`src/rtl/baud_tx_ce_pkg.sv`:
```
// -----------------------------------------------------------------------------
// baud_tx_ce_pkg
// Shared definitions for the baud_tx_ce serial transmitter:
//   - tx_state_e   : frame sequencer states (IDLE, START, DATA, PARITY, STOP)
//   - DEF_*        : default frame-format parameters
//   - bit_cnt_width: width of the per-field bit counter for a given word size
//   - frame_bits   : total line bits per frame for a given frame format
// No ports; import with "import baud_tx_ce_pkg::*;".
// -----------------------------------------------------------------------------
package baud_tx_ce_pkg;

  typedef enum logic [2:0] {
    IDLE   = 3'd0,
    START  = 3'd1,
    DATA   = 3'd2,
    PARITY = 3'd3,
    STOP   = 3'd4
  } tx_state_e;

  localparam int DEF_DATA_W     = 8;
  localparam int DEF_PARITY_EN  = 0;
  localparam int DEF_PARITY_ODD = 0;
  localparam int DEF_STOP_BITS  = 1;

  // The same counter tracks data bits (up to data_w) and stop bits (up to 2),
  // so it only has to be wide enough to hold data_w itself.
  function automatic int bit_cnt_width(input int data_w);
    return $clog2(data_w + 1);
  endfunction

  // Start bit + data bits + optional parity bit + stop bits.
  function automatic int frame_bits(input int data_w, input int parity_en,
                                    input int stop_bits);
    return 1 + data_w + ((parity_en != 0) ? 1 : 0) + stop_bits;
  endfunction

endpackage

```
`src/rtl/baud_tx_ce.sv`:
```
// -----------------------------------------------------------------------------
// baud_tx_ce
// Asynchronous-serial (UART style) transmitter paced by an external bit-rate
// strobe. A one-entry holding register decouples the producer from the shift
// register so consecutive frames go out back-to-back with no idle bit.
//
// Parameters
//   DATA_W     : data bits per frame (5..9)
//   PARITY_EN  : 1 = append a parity bit after the data bits
//   PARITY_ODD : 1 = odd parity, 0 = even parity
//   STOP_BITS  : stop bits per frame (1 or 2)
//
// Ports
//   HF_Ck    in   single clock, everything on its rising edge
//   Rs_N     in   synchronous active-low reset (wins over HF_CE)
//   HF_CE    in   global clock enable; low freezes all state
//   Bit_CE   in   one-cycle bit-rate strobe (from the NCO divider's LF_CE_O)
//   Tx_Data  in   word to send
//   Tx_Valid in   Tx_Data valid
//   Tx_Ready out  holding register empty (registered)
//   Tx_O     out  serial line, idle high (registered)
//   Busy_O   out  frame in progress or holding register full (registered)
// -----------------------------------------------------------------------------
module baud_tx_ce
  import baud_tx_ce_pkg::*;
#(
  parameter int DATA_W     = DEF_DATA_W,
  parameter int PARITY_EN  = DEF_PARITY_EN,
  parameter int PARITY_ODD = DEF_PARITY_ODD,
  parameter int STOP_BITS  = DEF_STOP_BITS
) (
  input  logic              HF_Ck,
  input  logic              Rs_N,
  input  logic              HF_CE,
  input  logic              Bit_CE,
  input  logic [DATA_W-1:0] Tx_Data,
  input  logic              Tx_Valid,
  output logic              Tx_Ready,
  output logic              Tx_O,
  output logic              Busy_O
);

  localparam int CNT_W = bit_cnt_width(DATA_W);

  localparam logic [CNT_W-1:0] CNT_ONE   = CNT_W'(1);
  localparam logic [CNT_W-1:0] LAST_DATA = CNT_W'(DATA_W);
  localparam logic [CNT_W-1:0] LAST_STOP = CNT_W'(STOP_BITS);
  localparam logic             ODD_INV   = (PARITY_ODD != 0);
  localparam logic             HAS_PAR   = (PARITY_EN != 0);

  tx_state_e         state_q, state_d;
  logic [CNT_W-1:0]  cnt_q, cnt_d;
  logic [DATA_W-1:0] shift_q, shift_d;
  logic [DATA_W-1:0] hold_q, hold_d;
  logic              hold_full_q, hold_full_d;
  logic              parity_q, parity_d;
  logic              tx_q, tx_d;
  logic              ready_q, ready_d;
  logic              busy_q, busy_d;

  logic tick;
  logic accept;
  logic load;

  assign tick   = HF_CE & Bit_CE;
  assign accept = HF_CE & Tx_Valid & ready_q;

  // Next-state logic. The sequencer only moves on an enabled bit strobe; the
  // holding register can fill on any enabled cycle. Every line bit is decided
  // here and registered, so Tx_O changes on the strobe edge that selects it.
  // The count tracks bits already put on the line within the current field:
  // START emits data bit 0 and sets it to 1, so DATA leaves once it reaches
  // DATA_W; entering STOP sets it to 1 for the first stop bit.
  always_comb begin
    state_d     = state_q;
    cnt_d       = cnt_q;
    shift_d     = shift_q;
    hold_d      = hold_q;
    parity_d    = parity_q;
    tx_d        = tx_q;
    load        = 1'b0;

    if (tick) begin
      unique case (state_q)
        IDLE: begin
          if (hold_full_q) begin
            load = 1'b1;
          end
        end

        START: begin
          state_d = DATA;
          tx_d    = shift_q[0];
          shift_d = shift_q >> 1;
          cnt_d   = CNT_ONE;
        end

        DATA: begin
          if (cnt_q == LAST_DATA) begin
            if (HAS_PAR) begin
              state_d = PARITY;
              tx_d    = parity_q;
            end else begin
              state_d = STOP;
              tx_d    = 1'b1;
              cnt_d   = CNT_ONE;
            end
          end else begin
            tx_d    = shift_q[0];
            shift_d = shift_q >> 1;
            cnt_d   = cnt_q + CNT_ONE;
          end
        end

        PARITY: begin
          state_d = STOP;
          tx_d    = 1'b1;
          cnt_d   = CNT_ONE;
        end

        STOP: begin
          if (cnt_q == LAST_STOP) begin
            // Chain straight into the next frame when a word is waiting.
            if (hold_full_q) begin
              load = 1'b1;
            end else begin
              state_d = IDLE;
              tx_d    = 1'b1;
            end
          end else begin
            cnt_d = cnt_q + CNT_ONE;
          end
        end

        default: begin
          state_d = IDLE;
          tx_d    = 1'b1;
        end
      endcase
    end

    // Holding register -> shifter. Parity is computed on the whole word up
    // front so the PARITY state only has to replay a stored bit.
    if (load) begin
      state_d  = START;
      shift_d  = hold_q;
      parity_d = (^hold_q) ^ ODD_INV;
      tx_d     = 1'b0;
      cnt_d    = '0;
    end

    // A transfer and a new accept on the same edge both take effect: the
    // old word leaves for the shifter and the new one stays held.
    if (accept) begin
      hold_d = Tx_Data;
    end
    hold_full_d = (hold_full_q & ~load) | accept;

    ready_d = ~hold_full_d;
    busy_d  = (state_d != IDLE) | hold_full_d;
  end

  // All state is registered here. Reset is synchronous and overrides HF_CE;
  // a frame in flight is abandoned and any held word dropped.
  always_ff @(posedge HF_Ck) begin
    if (!Rs_N) begin
      state_q     <= IDLE;
      cnt_q       <= '0;
      shift_q     <= '0;
      hold_q      <= '0;
      hold_full_q <= 1'b0;
      parity_q    <= 1'b0;
      tx_q        <= 1'b1;
      ready_q     <= 1'b1;
      busy_q      <= 1'b0;
    end else if (HF_CE) begin
      state_q     <= state_d;
      cnt_q       <= cnt_d;
      shift_q     <= shift_d;
      hold_q      <= hold_d;
      hold_full_q <= hold_full_d;
      parity_q    <= parity_d;
      tx_q        <= tx_d;
      ready_q     <= ready_d;
      busy_q      <= busy_d;
    end
  end

  assign Tx_Ready = ready_q;
  assign Tx_O     = tx_q;
  assign Busy_O   = busy_q;

endmodule

```
`config.mk`:
```
export PLATFORM = sky130hd
export DESIGN_NAME = baud_tx_ce
export DESIGN_NICKNAME = d
export VERILOG_FILES = /design/src/rtl/baud_tx_ce_pkg.sv /design/src/rtl/baud_tx_ce.sv
export SDC_FILE = /design/constraint.sdc
export NUM_CORES = 1
export LEC_CHECK = 0
export ABC_AREA = 1
export CORE_MARGIN = 2
export CORE_UTILIZATION = 46
export DETAILED_ROUTE_END_ITERATION = 6
export PLACE_DENSITY = 0.68
export SLEW_MARGIN = 20
export SYNTH_ARGS = -nofsm -noshare
export SYNTH_HDL_FRONTEND = slang
export SYNTH_SLANG_ARGS = --single-unit
```
`constraint.sdc`:
```
create_clock -name HF_Ck -period 1.8 [get_ports HF_Ck]
set_input_delay 0.36 -clock HF_Ck [delete_from_list [all_inputs] [get_ports HF_Ck]]
set_output_delay 0.36 -clock HF_Ck [all_outputs]
set_load 0.03 [all_outputs]
```
# ---- Word-level counts from Yosys, hierarchy flattened
# Cells that the tools add are included.
dict set report totals {
  out_inout_bits 3
  reg_bits 27
  wordCells 63
}
dict set report classes {
  n_mux 25
  eq_ne 11
  n_reduce_logical 10
  addsub 1
  bitwise_logic 8
}
# operator count
set ops {}
lappend ops {{$mux W8} 3}
lappend ops {{$mux W4} 4}
lappend ops {{$pmux W8 S2} 1}
lappend ops {{$mux W3} 5}
lappend ops {{$pmux W3 S5} 1}
lappend ops {{$ne A3 B3 Y1 const B} 4}
lappend ops {{$pmux W4 S3} 1}
lappend ops {{$mux W1} 8}
lappend ops {{$reduce_and A4 Y1} 2}
lappend ops {{$eq A3 B2 Y1 const B} 2}
lappend ops {{$reduce_bool A3 Y1} 2}
lappend ops {{$reduce_and A5 Y1} 1}
lappend ops {{$add A4 B1 Y4 const B} 1}
lappend ops {{$and A1 B1 Y1} 4}
lappend ops {{$eq A4 B1 Y1 const B} 1}
lappend ops {{$eq A4 B4 Y1 const B} 1}
lappend ops {{$pmux W1 S4} 1}
lappend ops {{$reduce_bool A4 Y1} 1}
lappend ops {{$eq A3 B1 Y1 const B} 1}
lappend ops {{$eq A3 B3 Y1 const B} 1}
lappend ops {{$logic_not A3 Y1} 1}
lappend ops {{$ne A2 B2 Y1 const B} 1}
lappend ops {{$not A1 Y1} 2}
lappend ops {{$or A1 B1 Y1} 2}
lappend ops {{other kinds (4)} 4}

# ---- Logic depth before layout (Yosys ltp)
dict set report depth {
  ltp_word 8
  mapped_depth 10
}

# ---- Worst setup path after synthesis
# No wires, ideal clock.
dict set report synth_timing {
  kind {register to register}
  from {register cnt_q[0]}
  to {register shift_q[0]}
  synth_period_minus_slack_ps 1400
  t_arrival_ps 1284
  setup_slack_ps 400
  setup_time_ps 116
  path_stages_with_launch 11
  path_cell_list {dfxtp_1 -> inv_1 -> ha_1 -> nand3_1 -> nand3_1 -> nand2_1 -> nand2_1 -> nand2_1 -> inv_2 -> nor2_1 -> nor2_1}
}
dict set report synth_via {
  elab_chain_cells 6
  elab_cells_between_ends 10
  classes_between {3 x eq/ne; 4 x mux; 3 x reduce/logical}
}
# element line_no
set synth_lines {}
lappend synth_lines {{start: declaration} baud_tx_ce.sv:52} ;# logic [CNT_W-1:0] cnt_q, cnt_d;
lappend synth_lines {{start signal: assignment} baud_tx_ce.sv:178} ;# cnt_q <= cnt_d;
lappend synth_lines {{$eq A4 B1 Y1} baud_tx_ce.sv:122} ;# if (cnt_q == LAST_STOP) begin
lappend synth_lines {{$mux W1} baud_tx_ce.sv:122}
lappend synth_lines {{$pmux W1 S2} baud_tx_ce.sv:84} ;# unique case (state_q)
lappend synth_lines {{$mux W1} baud_tx_ce.sv:83} ;# if (tick) begin
lappend synth_lines {{$ne A3 B3 Y1 (no line), or another cell as far along} --}
lappend synth_lines {{$reduce_and A4 Y1 (no line)} --}
lappend synth_lines {{end signal: assignment} baud_tx_ce.sv:179} ;# shift_q <= shift_d;
lappend synth_lines {{end: declaration} baud_tx_ce.sv:53} ;# logic [DATA_W-1:0] shift_q, shift_d;
# Several ways; a longest one is shown, not always the timed one.
# A chain may end at the register's enable or synchronous reset.

# ---- Worst setup path in the final report
dict set report layout_timing {
  from {register ready_q, in the netlist Tx_Ready}
  to {output Tx_Ready}
}
# element line_no
set layout_lines {}
lappend layout_lines {{start: declaration} baud_tx_ce.sv:58} ;# logic ready_q, ready_d;
lappend layout_lines {{start signal: assignment} baud_tx_ce.sv:184} ;# ready_q <= ready_d;
lappend layout_lines {{end: declaration} baud_tx_ce.sv:38} ;# output logic Tx_Ready,
# No word-level cell between the ends.

==> summary.txt <==
Detailed routing
  • Vias per Instance: 5.15
  • WL final: 2.51 mm
  • DR iter-0 viols: 29
  • Remaining DRCs: 0
  • DRT antenna net count: 0
  • Routed via count: 1,206
  • Drt pass-1 iters: 4
  • Avg WL per Cell: 10.7 um

Setup path
  • Largest delay share family, worst path: buffers and inverters
  • Data arrival, critical path: 1.37 ns
  • Worst Setup End Kind: output port
  • Worst Path Buf+Inv: 1
  • Crit path cell chain: clkdlybuf4s50_1
  • CP max-delay cell: clkdlybuf4s50_1
  • Crit start category: register
  • Crit path largest cell delay: 0.68 ns
  • Max FO, Critical Path: 3
  • CP Class: reg -> out
  • Worst EP required: 1.44 ns

Floorplanning
  • Core Area: 2730 um^2
  • Die height: 57.4 um
  • Row Count: 19
  • Die width: 57.4 um
  • Initial Utilization: 0.479
  • I/O pin count: 16
  • Die area: 3290 um^2

Synth
  • Syn avg cell area: 7.16 um^2
  • Netlist cell types: 25
  • Yosys warns: 0
  • Post-Syn Area: 1310 um^2
  • Post-synthesis sequential area ratio: 0.413
  • Cell count after synthesis: 183
  • Syn nets: 199
  • Register bit total from synthesis: 27

Job
  • Max-cap violations: 0

Global route
  • Total global-route track usage: 0.176
  • First-pass GRT wire length: 4.58 mm
  • Initial antenna violation count: 0
  • Vias in the first global route: 1,099
  • Largest net degree at the start of global routing: 17
  • Gr ovfl total: 0

Outcome
  • Status: finished, final reports clean

Timing
  • RSZ-0062 raised after global routing: no
  • Relative slew slack: 0.797
  • Final Max Tran Viols: 0
  • Fmax achieved: 577 MHz
  • Final worst path period share: 0.964
  • Fin crit period: 1.73 ns
  • Worst-Margin Slew: 0.301 ns
  • Setup violations, final: 0
  • Worst Clk Skew: 0.00631 ns
  • Post-route setup TNS: 0 ns
  • Final Hold Fails: 0

Cells and area
  • Nets: 220
  • Final Non-Filler Cells: 234
  • Area Growth Syn to Fin: 17.9%
  • Leading cell types in the layout, fill and taps excluded: 35 x nand2_1, 33 x nor2_1, 27 x dfxtp_1, 16 x o21ai_0, 16 x a21oi_1
  • Layout Utilization: 0.565
  • Most common cell after layout, fill and taps aside: nand2_1
  • Final std cell area, no fill: 1540 um^2
  • Fillers: 251
  • Layout cells sized above 1: 0.128
  • Diodes inserted: 0

Placed design
  • Dpl hpwl: 1.95 mm
  • PortBufs: 15
  • Inst Count DP: 230
  • Routability cong.: 0.874
  • Area after DPL: 1510 um^2

Clock network
  • Clock Path Buffers: 2
  • CTS tree: yes
  • Root Buffer: clkbuf_4
  • Clock sink total: 27
  • Worst-Skew Late Latency: 0.32 ns
  • Clock slew at reported path FFs: 0.14 ns
  • CTS Buf Count: 3
  • H-tree depth: 1

Worst hold path
  • Worst hold path type: reg -> reg

Pwr
  • Total chip power: 0.00105 W
  • Peak VDD IR: 0.404 mV
  • Total leakage power: 0.671 nW
  • PwrDens: 679 nW/um^2
[state kept, by name (all words and copies together), names as in the netlist]
register	cells
Busy_O	1
Tx_O	1
Tx_Ready	1
cnt_q	4
hold_full_q	1
hold_q	8
shift_q	8
state_q	3
[synthesized netlist by cell type]
cell	n	share of area
inv_1	15	0.043
a21oi_1	16	0.061
o21ai_2	7	0.047
buf_6	1	0.0086
o211ai_1	1	0.0057
nand3_2	2	0.015
nor2_4	1	0.0086
a21boi_2	1	0.0086
nor2_1	33	0.095
buf_4	1	0.0057
nand2_2	1	0.0048
nand2_1	35	0.10
nand4_1	1	0.0048
inv_2	3	0.0086
ha_1	3	0.029
o21ai_1	1	0.0038
o21a_1	2	0.011
nand3_1	9	0.034
nor2_2	1	0.0048
nor3_1	1	0.0038
a21boi_0	1	0.0057
o21ai_0	16	0.061
clkbuf_1	3	0.0086
nand2_4	1	0.0086
dfxtp_1	27	0.41
[logic make-up after synthesis]
logic type,share of synthesized area
compound gates,0.204
fa+ha+maj,0.0287
simple gates,0.280
flops,0.413
buf+inv,0.0745
[per-layer routing]
layer,track usage,vias to the layer above,part of all wire
met5,0,-,0
met4,0.0764,0,0.016
met3,0.0204,6,0.044
met2,0.295,27,0.47
met1,0.226,541,0.47
li1,-,632,-
[through the flow]
| stage | worst slack [ns] | hold slack [ns] |
|---|---|---|
| after floorplan | 0.400 | 0.440 |
| after global placement | 0.0296 | 0.456 |
| after detailed placement | 0.00434 | 0.456 |
| after CTS | 0.0528 | 0.476 |
| after global routing | 0.00153 | 0.499 |
| final | 0.0656 | 0.470 |
[layout make-up]
type / instances / area (um^2) / share of cell area
multi-input cells: 133 / 672 / 0.435
flip-flops and latches: 27 / 541 / 0.350
repair buffers: 21 / 199 / 0.129
inverters: 18 / 67.6 / 0.0438
well taps: 31 / 38.8 / 0.0251
clock buffers: 4 / 26.3 / 0.0170
[timing repair]
item / 4_1_cts / 5_1_grt
setup buffers: 0 / 0
hold buffers: 0 / 0
endpoints found under the setup margin: 0 / 1
resized for setup: 0 / 1
[path summary, 6_finish.rpt]
path,startpoint,end,slack (ns),depth (start not counted)
worst max-delay path,Tx_Ready$_SDFFE_PN1P_,Tx_Ready,0.07,1
worst min-delay path,shift_q[7]$_SDFFE_PN0P_,shift_q[7]$_SDFFE_PN0P_,0.47,2
worst max register to register,cnt_q[1]$_SDFFE_PN0P_,Busy_O$_SDFFE_PN0P_,0.24,10
worst min register to register,shift_q[7]$_SDFFE_PN0P_,shift_q[7]$_SDFFE_PN0P_,0.47,2
[power breakdown]
group          switching, W  leakage (nW)  internal (W)
combinational     0.0000819         0.436     0.0000690
sequential        0.0000118         0.220      0.000624
clock              0.000174        0.0150     0.0000868
total              0.000268         0.671      0.000780
No activity file was read; power rests on OpenSTA's default activity.
